`config.mk`:
```
export PLATFORM = sky130hd
export DESIGN_NAME = exu_alu_mdu_ysyx_23060136_flat
export DESIGN_NICKNAME = d
export VERILOG_FILES = /design/src/rtl/exu_alu_mdu_ysyx_23060136_if.sv /design/src/rtl/exu_alu_mdu_ysyx_23060136.sv /design/src/flat_wrapper.sv
export SDC_FILE = /design/constraint.sdc
export NUM_CORES = 2
export LEC_CHECK = 0
export CORE_MARGIN = 2
export CORE_UTILIZATION = 48
export DETAILED_ROUTE_END_ITERATION = 10
export GPL_TIMING_DRIVEN = 0
export PLACE_DENSITY = 0.73
export REMOVE_ABC_BUFFERS = 1
export SLEW_MARGIN = 10
export SYNTH_ARGS = -nofsm -noshare
export SYNTH_HDL_FRONTEND = slang
export SYNTH_SLANG_ARGS = --single-unit
```
`constraint.sdc`:
```
create_clock -name clk -period 10.2 [get_ports clk]
set_clock_uncertainty 0.2 [all_clocks]
set_input_delay 1.53 -clock clk [delete_from_list [all_inputs] [get_ports clk]]
set_output_delay 1.53 -clock clk [all_outputs]
set_load 0.05 [all_outputs]
```
`src/rtl/exu_alu_mdu_ysyx_23060136_if.sv`:
```
// Handshake and operand/result bundle between the EXU operand mux, the ALU/MDU and the EXU->LSU register.
interface exu_alu_mdu_ysyx_23060136_if #(
  parameter int unsigned XLEN = 32
);
  logic            flush_i;
  logic            in_valid_i;
  logic            in_ready_o;
  logic [4:0]      op_i;
  logic [XLEN-1:0] da_i;
  logic [XLEN-1:0] db_i;
  logic            out_valid_o;
  logic            out_ready_i;
  logic [XLEN-1:0] result_o;
  logic            zero_o;
  logic            less_o;

  modport slave (
    input  flush_i, in_valid_i, op_i, da_i, db_i, out_ready_i,
    output in_ready_o, out_valid_o, result_o, zero_o, less_o
  );

  modport master (
    output flush_i, in_valid_i, op_i, da_i, db_i, out_ready_i,
    input  in_ready_o, out_valid_o, result_o, zero_o, less_o
  );
endinterface

```
`src/rtl/exu_alu_mdu_ysyx_23060136.sv`:
```
// Execute-stage ALU plus RV32M multiply/divide: single-cycle ALU ops, iterative shift-add multiply
// and restoring divide with a final sign-correction step.
module exu_alu_mdu_ysyx_23060136 #(
  parameter int unsigned XLEN     = 32,
  parameter bit          FAST_MUL = 1'b0
) (
  input  logic                               clk,
  input  logic                               rst_n,
  exu_alu_mdu_ysyx_23060136_if.slave         bus
);
  localparam int unsigned SW = $clog2(XLEN);
  localparam logic [XLEN-1:0] MIN_INT = {1'b1, {(XLEN-1){1'b0}}};

  localparam logic [4:0] OP_ADD = 5'd0,  OP_SUB = 5'd1,  OP_SLT = 5'd2,  OP_SLTU = 5'd3,
                         OP_OR  = 5'd4,  OP_AND = 5'd5,  OP_XOR = 5'd6,  OP_SLL  = 5'd7,
                         OP_SRL = 5'd8,  OP_SRA = 5'd9,  OP_MUL = 5'd11, OP_MULH = 5'd12,
                         OP_MULHSU = 5'd13, OP_MULHU = 5'd14, OP_DIV = 5'd15, OP_DIVU = 5'd16,
                         OP_REM = 5'd17, OP_REMU = 5'd18;

  typedef enum logic [1:0] {S_IDLE, S_ITER, S_FIX, S_DONE} state_t;

  state_t            r_state, w_state_nxt;
  logic              w_accept, w_iter_start, w_in_ready;
  logic [XLEN-1:0]   r_result;
  logic              r_out_valid, r_zero, r_less;
  logic [SW-1:0]     r_cnt;
  logic [XLEN-1:0]   r_rem, r_quo, r_dvs;
  logic              r_neg_q, r_neg_r, r_is_div, r_is_rem, r_mul_hi;

  // Shared subtract drives SUB/SLT/SLTU and the branch-compare flags
  logic [XLEN:0]     w_sub;
  logic [XLEN-1:0]   w_diff;
  logic              w_ovf, w_less_s, w_less_u, w_zero;
  assign w_sub    = {1'b0, bus.da_i} + {1'b0, ~bus.db_i} + (XLEN+1)'(1);
  assign w_diff   = w_sub[XLEN-1:0];
  assign w_ovf    = (bus.da_i[XLEN-1] ^ bus.db_i[XLEN-1]) & (bus.da_i[XLEN-1] ^ w_diff[XLEN-1]);
  assign w_less_s = w_ovf ^ w_diff[XLEN-1];
  assign w_less_u = ~w_sub[XLEN];
  assign w_zero   = (w_diff == '0);

  logic [SW-1:0] w_shamt;
  logic          w_is_mul, w_is_div, w_div_zero, w_div_ovf, w_div_special, w_iter_op;
  logic          w_a_sgn, w_b_sgn, w_a_neg, w_b_neg;
  logic [XLEN-1:0] w_a_mag, w_b_mag;
  assign w_shamt       = bus.db_i[SW-1:0];
  assign w_is_mul      = (bus.op_i >= OP_MUL) && (bus.op_i <= OP_MULHU);
  assign w_is_div      = (bus.op_i >= OP_DIV) && (bus.op_i <= OP_REMU);
  assign w_div_zero    = (bus.db_i == '0);
  assign w_div_ovf     = ((bus.op_i == OP_DIV) || (bus.op_i == OP_REM)) &&
                         (bus.da_i == MIN_INT) && (bus.db_i == '1);
  assign w_div_special = w_is_div & (w_div_zero | w_div_ovf);
  assign w_iter_op     = (w_is_mul & ~FAST_MUL) | (w_is_div & ~w_div_special);
  assign w_a_sgn       = (bus.op_i == OP_MUL) || (bus.op_i == OP_MULH) || (bus.op_i == OP_MULHSU) ||
                         (bus.op_i == OP_DIV) || (bus.op_i == OP_REM);
  assign w_b_sgn       = (bus.op_i == OP_MUL) || (bus.op_i == OP_MULH) ||
                         (bus.op_i == OP_DIV) || (bus.op_i == OP_REM);
  assign w_a_neg       = w_a_sgn & bus.da_i[XLEN-1];
  assign w_b_neg       = w_b_sgn & bus.db_i[XLEN-1];
  assign w_a_mag       = w_a_neg ? -bus.da_i : bus.da_i;
  assign w_b_mag       = w_b_neg ? -bus.db_i : bus.db_i;

  // Single-cycle multiplier: sign-extend to 2*XLEN so the truncated product is exact
  logic [2*XLEN-1:0] w_prod_fast;
  assign w_prod_fast = {{XLEN{w_a_neg}}, bus.da_i} * {{XLEN{w_b_neg}}, bus.db_i};

  logic [XLEN-1:0] w_res_single;
  always_comb begin
    w_res_single = bus.db_i;
    case (bus.op_i)
      OP_ADD:    w_res_single = bus.da_i + bus.db_i;
      OP_SUB:    w_res_single = w_diff;
      OP_SLT:    w_res_single = XLEN'(w_less_s);
      OP_SLTU:   w_res_single = XLEN'(w_less_u);
      OP_OR:     w_res_single = bus.da_i | bus.db_i;
      OP_AND:    w_res_single = bus.da_i & bus.db_i;
      OP_XOR:    w_res_single = bus.da_i ^ bus.db_i;
      OP_SLL:    w_res_single = bus.da_i << w_shamt;
      OP_SRL:    w_res_single = bus.da_i >> w_shamt;
      OP_SRA:    w_res_single = $unsigned($signed(bus.da_i) >>> w_shamt);
      OP_MUL:    w_res_single = w_prod_fast[XLEN-1:0];
      OP_MULH, OP_MULHSU, OP_MULHU: w_res_single = w_prod_fast[2*XLEN-1:XLEN];
      OP_DIV, OP_DIVU: w_res_single = w_div_zero ? '1 : MIN_INT;
      OP_REM, OP_REMU: w_res_single = w_div_zero ? bus.da_i : '0;
      default:   w_res_single = bus.db_i;
    endcase
  end

  // One iteration step: r_rem is the running high half / partial remainder, r_quo the shifting low half
  logic [XLEN:0]   w_mul_sum, w_div_shift, w_div_diff;
  assign w_mul_sum   = {1'b0, r_rem} + (r_quo[0] ? {1'b0, r_dvs} : '0);
  assign w_div_shift = {r_rem, r_quo[XLEN-1]};
  assign w_div_diff  = w_div_shift - {1'b0, r_dvs};

  logic [2*XLEN-1:0] w_prod_fix;
  logic [XLEN-1:0]   w_res_iter;
  always_comb begin
    w_prod_fix = r_neg_q ? -{r_rem, r_quo} : {r_rem, r_quo};
    w_res_iter = r_mul_hi ? w_prod_fix[2*XLEN-1:XLEN] : w_prod_fix[XLEN-1:0];
    if (r_is_div)
      w_res_iter = r_is_rem ? (r_neg_r ? -r_rem : r_rem) : (r_neg_q ? -r_quo : r_quo);
  end

  always_ff @(posedge clk or negedge rst_n) begin
    if (!rst_n) r_state <= S_IDLE;
    else        r_state <= w_state_nxt;
  end

  always_comb begin
    w_state_nxt  = r_state;
    w_accept     = 1'b0;
    w_iter_start = 1'b0;
    w_in_ready   = (r_state == S_IDLE) & (~r_out_valid | bus.out_ready_i);
    case (r_state)
      S_IDLE: if (bus.in_valid_i && w_in_ready) begin
        w_accept = 1'b1;
        if (w_iter_op) begin
          w_iter_start = 1'b1;
          w_state_nxt  = S_ITER;
        end
      end
      S_ITER: if (r_cnt == SW'(XLEN-1)) w_state_nxt = S_FIX;
      S_FIX:  w_state_nxt = S_DONE;
      S_DONE: if (bus.out_ready_i) w_state_nxt = S_IDLE;
      default: w_state_nxt = S_IDLE;
    endcase
    if (bus.flush_i) begin
      w_state_nxt  = S_IDLE;
      w_accept     = 1'b0;
      w_iter_start = 1'b0;
    end
  end

  always_ff @(posedge clk or negedge rst_n) begin
    if (!rst_n) begin
      r_result <= '0; r_out_valid <= 1'b0; r_zero <= 1'b0; r_less <= 1'b0; r_cnt <= '0;
      r_rem <= '0; r_quo <= '0; r_dvs <= '0;
      r_neg_q <= 1'b0; r_neg_r <= 1'b0; r_is_div <= 1'b0; r_is_rem <= 1'b0; r_mul_hi <= 1'b0;
    end else if (bus.flush_i) begin
      r_out_valid <= 1'b0;
      r_cnt       <= '0;
    end else begin
      if (r_out_valid && bus.out_ready_i) r_out_valid <= 1'b0;
      if (w_accept) begin
        r_zero <= w_zero;
        r_less <= (bus.op_i == OP_SLTU) ? w_less_u : w_less_s;
        if (!w_iter_op) begin
          r_result    <= w_res_single;
          r_out_valid <= 1'b1;
        end
      end
      if (w_iter_start) begin
        r_rem    <= '0;
        r_quo    <= w_is_div ? w_a_mag : w_b_mag;
        r_dvs    <= w_is_div ? w_b_mag : w_a_mag;
        r_neg_q  <= w_a_neg ^ w_b_neg;
        r_neg_r  <= w_a_neg;
        r_is_div <= w_is_div;
        r_is_rem <= (bus.op_i == OP_REM) || (bus.op_i == OP_REMU);
        r_mul_hi <= (bus.op_i != OP_MUL);
        r_cnt    <= '0;
      end
      if (r_state == S_ITER) begin
        r_cnt <= (r_cnt == SW'(XLEN-1)) ? '0 : r_cnt + SW'(1);
        if (r_is_div) begin
          r_rem <= w_div_diff[XLEN] ? w_div_shift[XLEN-1:0] : w_div_diff[XLEN-1:0];
          r_quo <= {r_quo[XLEN-2:0], ~w_div_diff[XLEN]};
        end else begin
          r_rem <= w_mul_sum[XLEN:1];
          r_quo <= {w_mul_sum[0], r_quo[XLEN-1:1]};
        end
      end
      if (r_state == S_FIX) begin
        r_result    <= w_res_iter;
        r_out_valid <= 1'b1;
      end
    end
  end

  assign bus.in_ready_o  = w_in_ready;
  assign bus.out_valid_o = r_out_valid;
  assign bus.result_o    = r_result;
  assign bus.zero_o      = r_zero;
  assign bus.less_o      = r_less;
endmodule
```
`src/flat_wrapper.sv`:
```
// flat-port wrapper written by rule: the top's interface ports become plain ports
module exu_alu_mdu_ysyx_23060136_flat 
#(
  parameter int unsigned XLEN     = 32,
  parameter bit          FAST_MUL = 1'b0
)
  (clk, rst_n, bus_flush_i, bus_in_valid_i, bus_op_i, bus_da_i, bus_db_i, bus_out_ready_i, bus_in_ready_o, bus_out_valid_o, bus_result_o, bus_zero_o, bus_less_o);
  exu_alu_mdu_ysyx_23060136_if #(.XLEN(XLEN)) bus_i ();
  input  logic clk;
  input  logic rst_n;
  input wire logic [$bits(bus_i.flush_i)-1:0] bus_flush_i;
  input wire logic [$bits(bus_i.in_valid_i)-1:0] bus_in_valid_i;
  input wire logic [$bits(bus_i.op_i)-1:0] bus_op_i;
  input wire logic [$bits(bus_i.da_i)-1:0] bus_da_i;
  input wire logic [$bits(bus_i.db_i)-1:0] bus_db_i;
  input wire logic [$bits(bus_i.out_ready_i)-1:0] bus_out_ready_i;
  output wire logic [$bits(bus_i.in_ready_o)-1:0] bus_in_ready_o;
  output wire logic [$bits(bus_i.out_valid_o)-1:0] bus_out_valid_o;
  output wire logic [$bits(bus_i.result_o)-1:0] bus_result_o;
  output wire logic [$bits(bus_i.zero_o)-1:0] bus_zero_o;
  output wire logic [$bits(bus_i.less_o)-1:0] bus_less_o;
  assign bus_i.flush_i = bus_flush_i;
  assign bus_i.in_valid_i = bus_in_valid_i;
  assign bus_i.op_i = bus_op_i;
  assign bus_i.da_i = bus_da_i;
  assign bus_i.db_i = bus_db_i;
  assign bus_i.out_ready_i = bus_out_ready_i;
  assign bus_in_ready_o = bus_i.in_ready_o;
  assign bus_out_valid_o = bus_i.out_valid_o;
  assign bus_result_o = bus_i.result_o;
  assign bus_zero_o = bus_i.zero_o;
  assign bus_less_o = bus_i.less_o;
  exu_alu_mdu_ysyx_23060136 #(.XLEN(XLEN), .FAST_MUL(FAST_MUL)) u_core (.clk(clk), .rst_n(rst_n), .bus(bus_i));
endmodule
```
==> qor.txt <==
worst reg-to-reg setup slack - 4.53 ns
Worst Setup Path Type - in -> reg
PortBufs - 109
fin. max-slew vios - 0
Layout fillers - 11.6k
Routed WL - 240,000 um
IO Pins - 110
Crit Path Max Fanout - 17
Clock Latency Late Sink - 0.46 ns
Worst-Margin Slew - 1.43 ns
number of nets in the layout - 8,838
clock-pin slew on the worst setup and hold paths - 0.06 ns
HPWL reported at the end of detailed placement - 187,000 um
hold bufs inserted after CTS - 0
mux cell area share after synthesis - 0.0451
final setup fails - 0
fraction of registers with async set/reset - 1.00
maximum cell stage delay along the critical path - 0.64 ns
largest family of logic cells by synthesized area - adder cells
critical hold path startpoint - u_core.r_dvs[11]
pin count of the biggest net entering global routing - 98
FF+latch count, synth - 143
Final period util - 0.987
mean post-synth cell area - 8.14 um^2
Worst Hold Class - reg -> reg
DRT iter0 DRCs - 6,522
fmax - 99.3 MHz
FF+latch area - 0.00359 mm^2
Core ar. - 0.126 mm^2
most common cell in the netlist - inv_1
hold path depth - 2
Synth Area in Simple Gates - 0.153
arrival time worst endpoint - 10.21 ns
status - finished clean
Fin Hold WS - 0.281 ns
most used cell, CP - fa_1
Final GP Congestion - 1.05
CP Buf/Inv Count - 9
Worst Reg-to-Reg Cells - 10
CTS tree - built
Synth Area in Adders - 0.451
post-synthesis compound-gate area fraction - 0.138
Vias/cell - 6.23
reg2reg end - u_core.bus.result_o[26]
row cnt - 130
CP endpoint kind - register
required time of the critical path - 10.35 ns
WL/cell - 26.9 um
minimum clock period - 10.07 ns
layout cells sized above 1 - 0.0710
ranking of synthesized cells by area - fa_1 (37%), inv_1 (8.2%), ha_1 (7.9%)
GR Util All Layers - 0.371
Hold Path Sink - u_core.r_dvs[11]
XOR/XNOR Fraction of Synth Area - 0.0390
Clock Root Buffer - clkbuf_16
area of the multi-input gates - 0.0506 mm^2
mapped cell area - 0.0608 mm^2
Syn. warnings - 0
share of the synthesized area in the top cell type - 0.372
vias - 55.5k
total gr overflow - 0
Max-slew headroom - 0.0439
H-tree depth - 4
CTS max path bufs - 2
synth unique cells - 97
Die Span X - 360 um
cell taking the most area after synthesis - fa_1
initial core utilization - 0.484
sequential cell area fraction in the yosys report - 0.0588
Hold Vio Cnt, Final - 0
DR pass1 iterations - 9
CTS Buf Count - 17
Post-DRT Antenna Nets - 0
cell family with most CP delay - adder cells
first-pass GRT wire length - 362,000 um
initial antenna violation count - 10
top cells by count, synth - inv_1 (1,330), fa_1 (1,130), nand2_1 (1,029)
# Max-Cap Violations - 0
vias in the first global route - 57.3k
die height - 360 um
Num Clock Sinks - 143
Mapped Cells - 7,472
DRC Markers - 0
Startpoint Class - input pin
Area Overhead vs Synth - 7.28%
Die Footprint - 0.130 mm^2
slowest CP cell - fa_2
Post-synth EDFFs - 0
ys flop type - dfrtp_1
reg-to-reg startpoint - u_core.r_state[0]
==> cell usage in the layout (no fill, tap or decap), types with 47 or more instances in the layout <==
cell type / netlist / routed
nor2_1: 745 / 739
buf_4: 10 / 66
nand2_1: 1029 / 1026
inv_1: 1330 / 1306
nand3_1: 61 / 61
a211oi_1: 84 / 84
a22oi_1: 54 / 53
mux2i_1: 67 / 66
a31oi_1: 53 / 52
ha_1: 384 / 380
nor3_1: 89 / 86
a21o_1: 61 / 61
a21oi_1: 354 / 349
o31ai_1: 48 / 47
xor2_1: 83 / 81
mux4_2: 71 / 71
xnor2_1: 188 / 186
fa_1: 1130 / 1121
o21ai_0: 307 / 305
buf_12: 0 / 61
dfrtp_1: 143 / 139
==> cells by family (layout without fill, tap and decap cells) <==
logic type / count (synthesis) / in the layout
AOI/OAI and AO/OA: 1303 / 1303
xor gates and xnor gates: 271 / 271
adders and majority gates: 1514 / 1514
buffers and inverters: 1862 / 1653
DFF: 143 / 143
muxes: 180 / 180
other: 0 / 4
and+or+nand+nor: 2199 / 2199
==> worst max path at each step <==
stage,from,end,slack [ns],cells past startpoint
3_3_place_gp,bus_op_i[0],u_core.bus.result_o[19],-10.43,26
3_5_place_dp,bus_op_i[0],u_core.bus.result_o[19],-5.31,27
6_report,bus_op_i[1],u_core.bus.result_o[22],0.13,31
5_1_grt,bus_op_i[1],u_core.bus.result_o[30],-0.05,35
4_1_cts,bus_op_i[0],u_core.bus.result_o[30],0.003,34
2_1_floorplan,bus_op_i[0],u_core.bus.result_o[30],-1.46,30
==> metrics by stage <==
| step | setup TNS [ns] | util | cell area [um^2] | cells | worst slack [ns] |
|---|---|---|---|---|---|
| global placement | -653.73 | 0.493 | 62000 | 8728 | -10.43 |
| global route | -0.0668 | 0.519 | 65300 | 8914 | -0.0535 |
| finish | 0 | 0.519 | 65300 | 8917 | 0.133 |
| floorplan | -8.44 | - | 58900 | 6969 | -1.46 |
| CTS | 0 | 0.514 | 64600 | 8871 | 0.00280 |
| detailed placement | -74.20 | 0.505 | 63600 | 8813 | -5.31 |
==> state kept, by name, indices dropped and copies added (netlist names) <==
| register | cells |
|---|---|
| u_core.r_neg_r | 1 |
| u_core.bus.zero_o | 1 |
| u_core.r_state | 2 |
| u_core.r_quo | 32 |
| u_core.r_is_rem | 1 |
| u_core.r_cnt | 5 |
| u_core.r_mul_hi | 1 |
| u_core.bus.less_o | 1 |
| u_core.r_neg_q | 1 |
| u_core.r_dvs | 32 |
| u_core.r_is_div | 1 |
| u_core.bus.result_o | 32 |
| u_core.bus.out_valid_o | 1 |
| u_core.r_rem | 32 |
==> metal layers <==
metal  track usage  up-vias  share of wire
li1              -    23368              -
met1         0.471    27775           0.37
met2         0.570     3446           0.44
met3        0.0914      911           0.12
met4         0.230       15          0.078
met5             0        -        0.00045
==> cell type report <==
type	count	share of cell area
Multi-Input combinational cell	5467	0.775
Inverter	1359	0.0804
Sequential cell	143	0.0549
Timing Repair Buffer	257	0.0473
Tap cell	1650	0.0316
Clock buffer	22	0.00711
Clock inverter	10	0.00284
Timing Repair inverter	5	0.000575
Antenna cell	4	0.000153
==> what timing repair did <==
| item | in CTS | in global routing |
|---|---|---|
| cloned | 5 | 3 |
| setup buffers | 21 | 39 |
| endpoints found under the hold margin | 0 | 0 |
| gates resized for setup | 97 | 73 |
| endpoints found under the setup margin | 21 | 21 |
| pin swaps | 8 | 15 |
==> worst min-delay path, stage by stage, from the launching register on <==
cell and delay, ns:
dfrtp_1 0.34, nand2_1 0.05, o21ai_0 0.06
Power is left out: the tool's default activity adds up to more than one toggle a clock period on the data nets, which glitch-free logic cannot reach.
